===== config.mk =====
export PLATFORM = sky130hd
export DESIGN_NAME = mips_cpu_muldiv
export DESIGN_NICKNAME = d
export VERILOG_FILES = /design/src/rtl/mips_cpu_muldiv.sv
export SDC_FILE = /design/constraint.sdc
export NUM_CORES = 1
export LEC_CHECK = 0
export BUFFER_PORTS_ARGS = -buffer_cell sky130_fd_sc_hd__buf_2
export CAP_MARGIN = 5
export CORE_MARGIN = 2
export CORE_UTILIZATION = 50
export CTS_CLUSTER_DIAMETER = 30
export DETAILED_ROUTE_END_ITERATION = 7
export PLACE_DENSITY = 0.69
export REMOVE_ABC_BUFFERS = 1
export SLEW_MARGIN = 30
export SYNTH_ARGS = -nofsm -noshare
export SYNTH_HDL_FRONTEND = slang
export SYNTH_SLANG_ARGS = --single-unit

===== constraint.sdc =====
create_clock -name clk -period 10.1 [get_ports clk]
set_clock_uncertainty 0.05 [all_clocks]
set_input_delay 2.02 -clock clk [delete_from_list [all_inputs] [get_ports clk]]
set_output_delay 2.02 -clock clk [all_outputs]
set_load 0.03 [all_outputs]

===== src/rtl/mips_cpu_muldiv.sv =====
// mips_cpu_muldiv: iterative MIPS HI/LO multiply/divide unit.
//   clk, reset        : clock, asynchronous active-high reset
//   clk_enable        : when low every register holds its value
//   start, op, a, b   : request; op 00 MULT, 01 MULTU, 10 DIV, 11 DIVU
//   busy              : high in RUN and FIX
//   done              : one enabled-cycle pulse, hi/lo valid
//   hi, lo            : product high/low word, or remainder/quotient
// One shift-add / restoring-divide step per enabled cycle on operand
// magnitudes, then a single sign-fix cycle: 34 enabled cycles start-to-done.
module mips_cpu_muldiv #(
  parameter int WIDTH = 32
) (
  input  logic             clk,
  input  logic             reset,
  input  logic             clk_enable,
  input  logic             start,
  input  logic [1:0]       op,
  input  logic [WIDTH-1:0] a,
  input  logic [WIDTH-1:0] b,
  output logic             busy,
  output logic             done,
  output logic [WIDTH-1:0] hi,
  output logic [WIDTH-1:0] lo
);

  localparam int CW = $clog2(WIDTH) + 1;

  typedef enum logic [1:0] {IDLE, RUN, FIX, DONE} state_t;

  state_t           state;
  logic [CW-1:0]    count;
  logic             is_div;
  logic             neg_lo;   // product sign (mult) or quotient sign (div)
  logic             neg_hi;   // remainder sign (div only)
  logic             b_zero;
  logic [WIDTH-1:0] a_raw;
  logic [WIDTH-1:0] m;        // multiplicand magnitude or divisor magnitude
  logic [WIDTH-1:0] acc_hi;   // partial product high / partial remainder
  logic [WIDTH-1:0] acc_lo;   // multiplier being shifted out / dividend -> quotient

  logic [WIDTH-1:0]   mag_a, mag_b;
  logic [WIDTH:0]     mul_sum;
  logic [WIDTH:0]     div_shift, div_trial;
  logic [2*WIDTH-1:0] prod, prod_fix;

  always_comb begin
    mag_a     = (!op[0] && a[WIDTH-1]) ? -a : a;
    mag_b     = (!op[0] && b[WIDTH-1]) ? -b : b;
    mul_sum   = {1'b0, acc_hi} + (acc_lo[0] ? {1'b0, m} : '0);
    div_shift = {acc_hi, acc_lo[WIDTH-1]};
    div_trial = div_shift - {1'b0, m};
    prod      = {acc_hi, acc_lo};
    prod_fix  = neg_lo ? -prod : prod;
  end

  always_ff @(posedge clk or posedge reset) begin
    if (reset) begin
      state  <= IDLE;
      count  <= '0;
      busy   <= 1'b0;
      done   <= 1'b0;
      hi     <= '0;
      lo     <= '0;
      is_div <= 1'b0;
      neg_lo <= 1'b0;
      neg_hi <= 1'b0;
      b_zero <= 1'b0;
      a_raw  <= '0;
      m      <= '0;
      acc_hi <= '0;
      acc_lo <= '0;
    end else if (clk_enable) begin
      case (state)
        IDLE, DONE: begin
          done <= 1'b0;
          if (start) begin
            state  <= RUN;
            busy   <= 1'b1;
            count  <= '0;
            is_div <= op[1];
            neg_lo <= !op[0] && (a[WIDTH-1] ^ b[WIDTH-1]);
            neg_hi <= !op[0] && a[WIDTH-1];
            b_zero <= (b == '0);
            a_raw  <= a;
            m      <= op[1] ? mag_b : mag_a;
            acc_lo <= op[1] ? mag_a : mag_b;
            acc_hi <= '0;
          end else begin
            state <= IDLE;
            busy  <= 1'b0;
          end
        end
        RUN: begin
          if (is_div) begin
            // Trial never exceeds WIDTH bits once it succeeds, since remainder < divisor.
            if (!div_trial[WIDTH]) begin
              acc_hi <= div_trial[WIDTH-1:0];
              acc_lo <= {acc_lo[WIDTH-2:0], 1'b1};
            end else begin
              acc_hi <= div_shift[WIDTH-1:0];
              acc_lo <= {acc_lo[WIDTH-2:0], 1'b0};
            end
          end else begin
            acc_hi <= mul_sum[WIDTH:1];
            acc_lo <= {mul_sum[0], acc_lo[WIDTH-1:1]};
          end
          count <= count + CW'(1);
          if (count == CW'(WIDTH - 1))
            state <= FIX;
        end
        FIX: begin
          if (!is_div) begin
            hi <= prod_fix[2*WIDTH-1:WIDTH];
            lo <= prod_fix[WIDTH-1:0];
          end else if (b_zero) begin
            hi <= a_raw;
            lo <= '1;
          end else begin
            hi <= neg_hi ? -acc_hi : acc_hi;
            lo <= neg_lo ? -acc_lo : acc_lo;
          end
          done  <= 1'b1;
          busy  <= 1'b0;
          state <= DONE;
        end
        default: state <= IDLE;
      endcase
    end
  end

endmodule


### Yosys cells after proc, flatten, opt, wreduce, memory -nomap -nowiden

Cells that the tools add are included.

* register bits: 206
* input port bits: 70
* word-level logic and storage cells: 71
* output and inout port bits: 66

* bitwise gates (word level): 1
* mux-type cells: 28
* add/subtract/negate cells: 8
* reduce and logical (&&, ||, !) cells: 14
* equal/unequal tests: 6

Operators with widths (number)
* 32-bit two-way mux: 16
* 32-bit negation: 4
* 32-bit one-hot mux with 2 select lines: 2
* 64-bit two-way mux: 1
* 64-bit negation: 1
* 32-bit by 32-bit adder with 33-bit output: 1
* 33-bit by 32-bit subtractor with 33-bit output: 1
* 32-bit logical NOT: 1
* 6-bit one-hot mux with 2 select lines: 1
* 6-bit by 1-bit adder with 6-bit output (second input constant): 1
* 6-bit by 5-bit equality test with 1-bit output (second input constant): 1
* 6-bit two-way mux: 1
* 2-bit one-hot mux with 3 select lines: 1
* 2-bit AND reduction: 3
* 3-bit AND reduction: 2
* 2-bit equality test (second input constant): 2
* 2-bit != test (second input constant): 2
* 1-bit one-hot mux with 2 select lines: 2
* 2-bit nonzero test: 2
* 1-bit logical AND: 3
* 1-bit two-way mux: 3
* 2-bit by 1-bit equality test with 1-bit output (second input constant): 1
* 2-bit logical NOT: 1
* 2-bit two-way mux: 1
* other kinds (3): 3

### Logic depth before layout (Yosys ltp)

* word-level depth: 6
* gate-level depth with buffers: 15
* gate-level depth less buffers: 14

### Least setup slack after synthesis

Ideal clock, no wire load.

* path kind: input port to flip-flop
* from: in b[12]
* to: reg acc_lo[30]
* path buffers: 0
* required time: 9.967 ns
* path slack: 5.650 ns
* stages on the path: 10
* arrival time: 4.317 ns
* setup time: 0.083 ns
* path through: or4_1 -> or3b_2 -> nor4_1 -> and2_1 -> a21oi_1 -> xnor2_1 -> nor2_1 -> a211oi_1 -> a21oi_1 -> o21ai_0

* word-level cells in the longest chain between the ends: 5

RTL lines
* from (decl): line 19 `input logic [WIDTH-1:0] b,`
* 32-bit negation: line 48 `mag_b = (!op[0] && b[WIDTH-1]) ? -b : b;`
* 32-bit two-way mux: line 48
* 32-bit two-way mux: line 86 `acc_lo <= op[1] ? mag_a : mag_b;`
* 32-bit two-way mux: line 76 `if (start) begin`
* 32-bit one-hot mux with 2 select lines: line 73 `case (state)`
* to (signal assigned): line 86
* to (signal assigned): line 98 `acc_lo <= {acc_lo[WIDTH-2:0], 1'b1};`
* to (signal assigned): line 101 `acc_lo <= {acc_lo[WIDTH-2:0], 1'b0};`
* to (decl): line 39 `logic [WIDTH-1:0] acc_lo;`

No other way between the ends. The select of a mux whose other input is x is not followed.
A chain may end at the register's enable or synchronous reset.

### Final worst setup path

* from: reg acc_lo[31]
* to: reg acc_hi[17]

* word-level cells in the longest chain between the ends: 4

RTL lines
* 33-bit by 32-bit subtractor with 33-bit output: line 51 `div_trial = div_shift - {1'b0, m};`
* 32-bit two-way mux: line 96 `if (!div_trial[WIDTH]) begin`
* 32-bit two-way mux: line 94 `if (is_div) begin`
* 32-bit one-hot mux with 2 select lines: line 73
* to (signal assigned): line 97 `acc_hi <= div_trial[WIDTH-1:0];`
* to (signal assigned): line 100 `acc_hi <= div_shift[WIDTH-1:0];`
* to (signal assigned): line 104 `acc_hi <= mul_sum[WIDTH:1];`
* to (decl): line 38 `logic [WIDTH-1:0] acc_hi;`

No other way between the ends.

==> results by group <==
Run status
  – Outcome: finished clean

Power
  – Sw Share: 0.4655
  – Internal Power: roughly 4.1 mW
  – Peak VDD IR: 0.2629 mV
  – Comb power frac: 0.523
  – Reg power frac: 0.220
  – Pwr per Cell Area: 395.2 nW/um^2
  – Clock power frac: 0.257
  – Net Sw Power: 3.597 mW
  – P_leak: 8.704 nW

Placement
  – Setup slack at placement: 4.968 ns
  – Routability Congestion: approximately 0.96
  – Cell Area, Placed: 17420 sq um
  – IO Port Bufs: 135
  – Detailed Place HPWL: 39610 um
  – Inst Count DP: approximately 2.5k

Synthesis
  – EDFF count, synth: 0
  – Syn_area_per_cell: 7.958 sq um
  – Async SR Flop Fraction: 1.000
  – Synth unique cells: 74
  – Synthesis Warnings: 0
  – Mapped Cells: 2071
  – Synth area leaders: dfrtp_1 (31%), a21oi_1 (6.6%), o21ai_0 (6.1%)
  – Post-synth top area cell: dfrtp_1
  – Most common flop cell mapped by yosys: dfrtp_1
  – XOR/XNOR share of the synthesized area: 0.1020
  – Post-Synth Adder-Cell Area: 0.05633
  – Mux contribution to synthesized area: 0.06180
  – Commonest cells in the netlist: nand2_1 (221), nor2_1 (219), a21oi_1 (217)
  – Largest family of logic cells by synthesized area: compound AO/OA/AOI/OAI gates
  – Seq cells post-synth: between 200 and 250
  – Sequential area share after synthesis: 0.3128
  – Post-Syn Area: around 16000 sq um
  – Post-synth top area share: 0.3128
  – Count leader, synth: nand2_1
  – Simple-gate portion of the synthesized area: 0.1792
  – Post-synthesis compound-gate area fraction: 0.2426

Clock network
  – Num CTS Buffers: between 50 and 60
  – Post-CTS setup buffers: 0
  – Htree depth: 2
  – CTS sink cnt: about 210
  – Max clock buf depth: 3
  – Hold_buf cts: 0
  – Worst-skew pair later-pin latency: 0.61 ns
  – # resized after CTS: 0
  – Root buf cell: clkbuf_16
  – CTS tree: done
  – Worst-path clk slew: 0.05 ns

Route
  – TritonRoute pass-1 iters: 7
  – DRC: 0
  – Initial DRC Count: 1621
  – Via count: 16.18k
  – Vias per cell: 6.114
  – Final WL: 54740 um
  – Antenna viol nets, final: 0
  – Routed length per instance: 20.69 um

STA
  – Slew margin rel.: 0.3390
  – Final Hold Fails: 0
  – Measured slew at the worst slew-check pin: 0.9879 ns
  – Final slew viol count: 0
  – Minimum clock period: 4.913 ns
  – Fmax: 0.2035 GHz
  – Final setup vio count: 0
  – TNS Setup: 0 ns
  – Unrepaired setup endpoints after global routing: false
  – Final WS setup: 5.187 ns
  – Part of the cycle the worst path needs: 0.4864

GRT
  – Total grt overflow: 0
  – Vias in the first global route: between 15k and 20k
  – Global-route usage over all layers: 0.3190
  – First-pass GRT wire length: around 85000 um
  – Largest net degree at the start of global routing: 94
  – Antenna violations before repair: 1

Floorplanning
  – Std cell rows: 66
  – Initial Util: 0.5065
  – CORE AREA: 32540 sq um
  – Die area: around 34000 sq um
  – Die height: 185.6 um
  – I/O pin count: 136
  – Die Wd: between 150 and 200 um

Layout
  – P&R area growth vs syn: 18.66%
  – Nets: 2301
  – Fin area: slightly below 20000 sq um
  – Post-Layout Cell Count: 2646
  – Share of cells above drive strength 1: 0.1585

Critical path
  – Worst path buffer plus inverter count: 2
  – CP endpoint kind: flip-flop
  – CP delay by family, top: compound AO/OA/AOI/OAI gates
  – Startpoint types: flip-flop
  – Critical path's largest stage delay: 0.60 ns
  – Arr. time, crit path: 5.29 ns
  – Critical path required time: 10.48 ns
  – Crit path top cell by count: a21oi_1
  – Crit path cell chain: inv_1 > ha_1 > fa_1 > nand2b_1 > a21oi_1 > o41a_1 > a211oi_1 > o211ai_1 > and3_1 > nor2_4 > buf_4 > mux2_2 > a21oi_1 > nor3_1
  – CP max-delay cell: a211oi_1
  – Setup Crit Path Kind: reg -> reg
  – Crit-path max FO: 24

Flow run
  – Max-Cap Viols: 0

Hold path
  – HP Class: reg -> reg
-- per-layer routing --
layer	part of all wire	routed length, um	GRT usage	vias to the layer above
li1	-	-	-	7581
met3	0.089	4869	0.06535	144
met2	0.44	23840	0.4863	749
met1	0.43	23340	0.4302	7704
met4	0.049	2693	0.1597	0
met5	0	0	0	-
-- worst register-to-register path: cells and delay by family (launching register included) --
family / cells / cell delay, ns
flops: 1 / 0.45
fa+ha+maj: 2 / 0.50
mux: 1 / 0.38
compound gates: 5 / 1.58
simple gates: 4 / 1.10
buf+inv: 2 / 0.68
-- worst paths after layout --
kind                                        start                     end  slack [ns]  depth (start not counted)
setup reg to reg           acc_lo[31]$_DFFE_PP0P_  acc_hi[17]$_DFFE_PP0P_        5.19                         14
setup / recovery           acc_lo[31]$_DFFE_PP0P_  acc_hi[17]$_DFFE_PP0P_        5.19                         14
hold reg to reg                 hi[8]$_DFFE_PP0P_       hi[8]$_DFFE_PP0P_        0.41                          2
min in group asynchronous                   reset   acc_lo[6]$_DFFE_PP0P_        1.48                          2
hold / removal                  hi[8]$_DFFE_PP0P_       hi[8]$_DFFE_PP0P_        0.41                          2
max in group asynchronous                   reset      neg_lo$_DFFE_PP0P_        6.46                          4
-- sequential cells by signal, indices dropped and copies added, names as in the netlist --
signal and flops:
a_raw 32, acc_lo 32, acc_hi 32, done 1
hi 32, m 32, lo 32, state 2
count 6, neg_lo 1, b_zero 1, busy 1
is_div 1, neg_hi 1
-- power groups by stage --
stage | Combinational, mW | Sequential [mW] | Clock [mW]
2_1_floorplan | 2.67 | 1.81 | 0
4_1_cts | 3.97 | 1.69 | 2.00
3_3_place_gp | 3.88 | 1.69 | 0
3_5_place_dp | 3.94 | 1.69 | 0
6_report | 4.04 | 1.70 | 1.98
5_1_grt | 4.44 | 1.76 | 2.05
-- layout by cell type (no fill, tap or decap), types with 7 or more instances in the layout --
| cell | netlist | final |
|---|---|---|
| a31oi_1 | 21 | 21 |
| mux2_2 | 62 | 62 |
| nor2b_1 | 18 | 17 |
| or3_1 | 20 | 20 |
| nand2_1 | 221 | 219 |
| xnor2_1 | 94 | 94 |
| bufinv_16 | 0 | 12 |
| mux2i_1 | 32 | 32 |
| o21bai_1 | 11 | 11 |
| nor4_1 | 14 | 14 |
| clkbuf_16 | 0 | 56 |
| or4_1 | 10 | 10 |
| clkbuf_8 | 0 | 12 |
| nand3_1 | 35 | 34 |
| o211ai_1 | 14 | 14 |
| o221ai_1 | 12 | 12 |
| xor2_1 | 98 | 98 |
| nand2b_1 | 20 | 19 |
| o21ai_0 | 201 | 201 |
| and3_1 | 8 | 8 |
| nor2_1 | 219 | 217 |
| dfrtp_1 | 206 | 203 |
| inv_1 | 68 | 67 |
| nand4_1 | 10 | 10 |
| buf_4 | 0 | 20 |
| o31ai_1 | 28 | 28 |
| a22oi_1 | 10 | 10 |
| buf_2 | 5 | 134 |
| a211oi_1 | 45 | 45 |
| o41ai_1 | 7 | 7 |
| clkinvlp_4 | 0 | 7 |
| nor3_1 | 31 | 31 |
| ha_1 | 71 | 70 |
| a21o_1 | 40 | 40 |
| a21oi_1 | 217 | 217 |
| and2_1 | 16 | 16 |
-- cells by family (layout without fill, tap and decap cells) --
group | count (synthesis) | in the layout
AO/OA/AOI/OAI | 663 | 663
XOR/XNOR | 192 | 192
adder cells (fa/ha/maj) | 73 | 73
buffers and inverters | 195 | 326
flip-flops | 206 | 206
multiplexers | 94 | 94
other | 0 | 2
AND/OR/NAND/NOR | 648 | 648
-- area by class of cell --
cell class	count	area (sq um)
fillers	3028	12980
multi-input cells	1670	10620
flip-flops and latches	206	5161
clock buffers	71	1578
repair buffers	155	832.0
well taps	442	553.0
clock inverters	31	545.5
inverters	69	266.5
diodes	2	5.005
-- through the flow --
stage	power [mW]	utilization	hold slack [ns]
after floorplan	4.475	-	0.3996
after global placement	5.564	0.5351	0.4040
after detailed placement	5.635	0.5353	0.4109
after CTS	7.664	0.6006	0.4220
after global routing	8.241	0.6010	0.4308
final	7.728	0.6011	0.4141
Note: power is estimated with default switching activity, not from simulation.
